`src/rtl/mem_lsu.sv`:
```
// mem_lsu: single-outstanding load/store initiator for memory port B.
// A request is accepted in IDLE, presented to the memory for one ISSUE
// cycle, optionally waits out the remaining memory latency, and is then
// returned over a valid/ready response channel.
// Optional feature macro: MEM_LSU_WRITE_PROTECT_EN. When it is defined,
// stores below PROT_LIMIT are turned into reads and flagged with resp_err.
module mem_lsu #(
  parameter int WIDTH       = 16,
  parameter int MEM_LATENCY = 1,
  parameter int PROT_LIMIT  = 16'h0100
) (
  input  logic             clk,
  input  logic             reset,
  input  logic             req_valid,
  output logic             req_ready,
  input  logic             req_we,
  input  logic [WIDTH-1:0] req_addr,
  input  logic [WIDTH-1:0] req_wdata,
  output logic             resp_valid,
  input  logic             resp_ready,
  output logic [WIDTH-1:0] resp_rdata,
  output logic             resp_err,
  output logic             busy,
  output logic             we_b,
  output logic [WIDTH-1:0] addr_b,
  output logic [WIDTH-1:0] data_b,
  input  logic [WIDTH-1:0] q_b
);

  typedef enum logic [1:0] {IDLE, ISSUE, WAIT, RESP} state_t;

  state_t     state;
  state_t     state_next;
  // Remaining posedges before q_b is valid; MEM_LATENCY is at most 4.
  logic [1:0] count;
  logic       prot_hit;
  logic       capture;

  // The ISSUE edge samples directly when latency is 1; otherwise WAIT
  // samples on the edge where the counter reads 1.
  assign capture = ((state == ISSUE) && (count == 2'd0)) ||
                   ((state == WAIT)  && (count == 2'd1));

`ifdef MEM_LSU_WRITE_PROTECT_EN
  localparam logic [WIDTH-1:0] PROT_LIM = WIDTH'(PROT_LIMIT);
  logic prot_reg;

  // Stores into the protected low region never raise we_b.
  assign prot_hit = req_we && (req_addr < PROT_LIM);

  // Remember the protection verdict of the accepted request and report it with the response.
  always_ff @(posedge clk or negedge reset) begin
    if (!reset) begin
      prot_reg <= 1'b0;
      resp_err <= 1'b0;
    end else begin
      if ((state == IDLE) && req_valid) prot_reg <= prot_hit;
      if (capture) resp_err <= prot_reg;
      else if ((state == RESP) && resp_ready) resp_err <= 1'b0;
    end
  end
`else
  assign prot_hit = 1'b0;
  assign resp_err = 1'b0;
`endif

  // State register.
  always_ff @(posedge clk or negedge reset) begin
    if (!reset) state <= IDLE;
    else        state <= state_next;
  end

  // Next-state decode.
  always_comb begin
    state_next = state;
    case (state)
      IDLE:    if (req_valid) state_next = ISSUE;
      ISSUE:   state_next = (count == 2'd0) ? RESP : WAIT;
      WAIT:    if (count == 2'd1) state_next = RESP;
      RESP:    if (resp_ready) state_next = IDLE;
      default: state_next = IDLE;
    endcase
  end

  // Handshake outputs decoded from the state register.
  always_comb begin
    req_ready = (state == IDLE);
    busy      = (state != IDLE);
  end

  // Memory port drive, latency counter and response capture.
  always_ff @(posedge clk or negedge reset) begin
    if (!reset) begin
      we_b       <= 1'b0;
      addr_b     <= '0;
      data_b     <= '0;
      count      <= 2'd0;
      resp_valid <= 1'b0;
      resp_rdata <= '0;
    end else begin
      case (state)
        IDLE: begin
          if (req_valid) begin
            addr_b <= req_addr;
            data_b <= req_wdata;
            we_b   <= req_we && !prot_hit;
            count  <= 2'(MEM_LATENCY - 1);
          end
        end
        ISSUE: begin
          we_b <= 1'b0;
        end
        WAIT: begin
          count <= count - 2'd1;
        end
        RESP: begin
          if (resp_ready) resp_valid <= 1'b0;
        end
        default: we_b <= 1'b0;
      endcase
      if (capture) begin
        resp_rdata <= q_b;
        resp_valid <= 1'b1;
      end
    end
  end

endmodule

```
`config.mk`:
```
export PLATFORM = sky130hd
export DESIGN_NAME = mem_lsu
export DESIGN_NICKNAME = d
export VERILOG_FILES = /design/src/rtl/mem_lsu.sv
export SDC_FILE = /design/constraint.sdc
export NUM_CORES = 1
export LEC_CHECK = 0
export BUFFER_PORTS_ARGS = -buffer_cell sky130_fd_sc_hd__buf_2
export CORE_MARGIN = 2
export CORE_UTILIZATION = 49
export DETAILED_ROUTE_END_ITERATION = 12
export HOLD_SLACK_MARGIN = 0.08
export PLACE_DENSITY_LB_ADDON = 0.2
export SYNTH_ARGS = -nofsm -noshare
export SYNTH_HDL_FRONTEND = slang
export SYNTH_SLANG_ARGS = --single-unit
```
`constraint.sdc`:
```
create_clock -name clk -period 3.33 [get_ports clk]
set_clock_uncertainty 0.1 [all_clocks]
set_input_delay 0.333 -clock clk [delete_from_list [all_inputs] [get_ports clk]]
set_output_delay 0.333 -clock clk [all_outputs]
set_load 0.02 [all_outputs]
```
==> key figures <==
Timing
  – Minimum period implied by the final worst setup slack: ~2100 ps
  – Final WS setup: between 1000 and 1500 ps
  – Setup repair after global routing missed its margin: no
  – Setup TNS: 0 ps
  – Max_slew headroom: 0.4951
  – Actual slew at the worst max-slew pin: between 700 and 800 ps
  – Endpoints failing hold: 0
  – Period Utilization, post-route: 0.6283
  – Worst Hold Slack: 161.8 ps
  – Total setup violations reported at the end of the flow: 0
  – Peak Freq: 478.0 MHz
  – Final Max Slew Viols: 0

Logic synthesis
  – Sequential fraction of the synthesis area: 0.6095
  – Distinct cell type count of the synthesized netlist: 27
  – Post-synthesis average cell area: 15.19 um2
  – Top post-synthesis cells by area: sky130_fd_sc_hd__dfrtp_1 (61%), sky130_fd_sc_hd__mux2_2 (24%), sky130_fd_sc_hd__ha_1 (3.4%), sky130_fd_sc_hd__inv_1 (1.2%), sky130_fd_sc_hd__a22oi_4 (0.96%)
  – Count of yosys warnings during synthesis: 0
  – Mapped Nets: slightly above 200
  – Fraction of synthesized cell area taken by the top area cell type: 0.6095
  – Cell accounting for the most synthesized area: sky130_fd_sc_hd__dfrtp_1
  – Instance count of the mapped netlist: 146
  – Area of the mapped netlist: 0.002217 mm2
  – Flops & latches, synth: 54

Floorplan
  – Die Height: 71.27 um
  – Core region area: 0.004354 mm2
  – Effective utilization at floorplan: 0.5092
  – I/O Pins: 106
  – Standard-cell rows: 24
  – Die outline area: 0.005079 mm2
  – Die width: 71.27 um

Clock network
  – Worst-path clk slew: 90 ps
  – Post-CTS setup buffer count: 0
  – CTS Root Cell: sky130_fd_sc_hd__clkbuf_8
  – Count of H-tree levels built during CTS: 2
  – Number of cells upsized or downsized after cts: 0
  – CTS tree: built
  – Total clock buffers created by CTS: 5
  – Clk sinks: 54
  – Hold buffer count at cts: 1
  – Maximum clock insertion buffer count: 2
  – Worst skew pair latency: 290 ps

GRT
  – Grt total ovfl: 0
  – Via count of the first global-routing pass: 1507
  – Largest net degree at the start of global routing: 34
  – Antenna violations before repair: 0
  – Busiest metal layer after global routing: met2
  – Grt met3 use: 0.04923
  – Wire length of the first global-routing pass: 6762 um
  – Global Route met1 Usage: 0.2177
  – Tot GR Track Use: 0.1703
  – Met2 global-route usage: 0.2809

Min path
  – Hold worst-path end: addr_b[12]
  – Hold Path Cell Cnt: 2
  – Hold Path Origin: req_addr[12]
  – Hold Crit Class: in2reg

Route
  – Detailed-route wire length: roughly 4200 um
  – Detail Route Antenna Nets: 0
  – Initial detailed-routing violation count: 63
  – Mean routed wirelength per cell: 13.67 um
  – Router iterations before antenna repair: 4
  – Vias per std cell: roughly 5
  – Total via count in the routed design: 1506
  – Final routed DRC violation total: 0

Setup path
  – Worst reg2reg path startpoint: state[0]
  – Reg2Reg Setup Slack: approximately 1200 ps
  – CP Cell Sequence: inv_1, ha_1, nand2_2, mux2_2
  – Worst path buffer plus inverter count: 1
  – Reg2Reg Capture Point: addr_b[0]
  – Top cell family by delay on the critical path: simple AND/OR/NAND/NOR gates
  – Maximum fanout count along the critical path: 33
  – Arrival time worst endpoint: 2180 ps
  – Worst path slowest cell: sky130_fd_sc_hd__nand2_2
  – Depth of the worst register-to-register path: 4
  – Required @ worst endpoint: 3410 ps
  – Type of element launching the critical path: flop
  – Endpoint class of the critical path: flop
  – Slowest Stage Delay on Critical Path: 600 ps
  – Kind of critical path: reg2reg

Cells and area
  – Fillers: 359
  – Commonest cells after routing, fill and taps aside: sky130_fd_sc_hd__buf_2 (104), sky130_fd_sc_hd__dfrtp_1 (54), sky130_fd_sc_hd__mux2_2 (48)
  – Area of the multi-input gates: 790.8 um2
  – Layout cell share with drive strength beyond 1: 0.6496
  – Sequential cell area: 0.001351 mm2
  – Count of antenna diodes in the layout: 0
  – Net count of the finished layout: around 310
  – Most frequent standard cell in the layout excluding fill and tap cells: sky130_fd_sc_hd__buf_2
  – Layout area overhead: 29.12%

Power
  – Peak VDD IR: 0.4564 mV
  – Power density of the placed cells: roughly 1100 mW/mm2
  – Static Leak: 1.470 nW

Place
  – Pre-CTS setup slack: 1221 ps
  – Placer Congestion: between 0.7 and 0.8
  – Detail Placement HPWL: between 3000 and 4000 um
  – Number of buffers added on ports: 104

Status
  – Result of the run: completed

Job
  – Total of max-cap violations: 0
[per-layer routing]
layer / vias up / routed length (um)
met5: - / 0
met2: 54 / 2149
met1: 735 / 1700
met4: 0 / 55
met3: 6 / 276
li1: 711 / -
[report_power, final]
part	total, W	internal [W]	switching, W
Clock	0.000360	0.000168	0.000192
Combinational	0.00154	0.000692	0.000852
Sequential	0.00116	0.000997	0.000167
Total	0.00307	0.00186	0.00121
[Yosys cell counts]
cell type / n
sky130_fd_sc_hd__dfrtp_1: 54
sky130_fd_sc_hd__mux2_2: 48
sky130_fd_sc_hd__inv_1: 7
sky130_fd_sc_hd__ha_1: 6
sky130_fd_sc_hd__nand2_1: 5
sky130_fd_sc_hd__buf_2: 3
sky130_fd_sc_hd__nand2b_1: 2
sky130_fd_sc_hd__nor2_1: 2
sky130_fd_sc_hd__a21oi_1: 1
sky130_fd_sc_hd__a22o_1: 1
sky130_fd_sc_hd__a22oi_1: 1
sky130_fd_sc_hd__a22oi_4: 1
sky130_fd_sc_hd__a41oi_1: 1
sky130_fd_sc_hd__and2b_2: 1
sky130_fd_sc_hd__and3b_1: 1
sky130_fd_sc_hd__buf_4: 1
sky130_fd_sc_hd__buf_6: 1
sky130_fd_sc_hd__buf_8: 1
sky130_fd_sc_hd__conb_1: 1
sky130_fd_sc_hd__mux2_4: 1
sky130_fd_sc_hd__nand2_2: 1
sky130_fd_sc_hd__nor2b_1: 1
sky130_fd_sc_hd__o211ai_1: 1
sky130_fd_sc_hd__o21ai_0: 1
sky130_fd_sc_hd__o22a_2: 1
sky130_fd_sc_hd__o22ai_1: 1
sky130_fd_sc_hd__o31ai_1: 1
[final cells by class]
class / instances / share of cell area
clock inverter: 1 / 0.001748
multi-input combinational: 79 / 0.2762
timing repair buffer: 106 / 0.1879
inverter: 7 / 0.009178
sequential: 54 / 0.4720
tap: 52 / 0.02273
clock buffer: 7 / 0.03016
[flip-flops by register name (all words and copies together), names as in the netlist]
name / cells
resp_rdata: 16
state: 2
data_b: 16
count: 2
resp_valid: 1
addr_b: 16
we_b: 1
[cell families (layout without fill, tap and decap cells)]
| group | after synthesis | in the layout | synth area share |
|---|---|---|---|
| other | 1 | 1 | 0.001691 |
| adder cells (fa/ha/maj) | 6 | 6 | 0.03386 |
| AO/OA/AOI/OAI | 10 | 10 | 0.03951 |
| flip-flops | 54 | 54 | 0.6095 |
| buffers and inverters | 13 | 121 | 0.03386 |
| AND/OR/NAND/NOR | 13 | 13 | 0.03104 |
| multiplexers | 49 | 49 | 0.2506 |
[worst max path at each step]
stage | slack (ps) | cells after the start | to | start
CTS | 1210 | 4 | data_b[12] | state[0]
detailed placement | 1220 | 4 | data_b[12] | state[0]
global placement | 1300 | 4 | data_b[15] | state[0]
floorplan | 1460 | 6 | state[1] | state[0]
global route | 1100 | 4 | addr_b[15] | state[0]
finish | 1240 | 4 | addr_b[0] | state[0]
[per-stage QoR]
step / util / power (W) / cells / area, um2
floorplan: - / 0.002280 / 146 / 2217
global placement: 0.6342 / 0.002701 / 297 / 2761
detailed placement: 0.6342 / 0.002742 / 297 / 2761
CTS: 0.6575 / 0.003109 / 306 / 2863
global route: 0.6575 / 0.003273 / 306 / 2863
finish: 0.6575 / 0.003068 / 306 / 2863
Power figures use the tool's default switching activity.
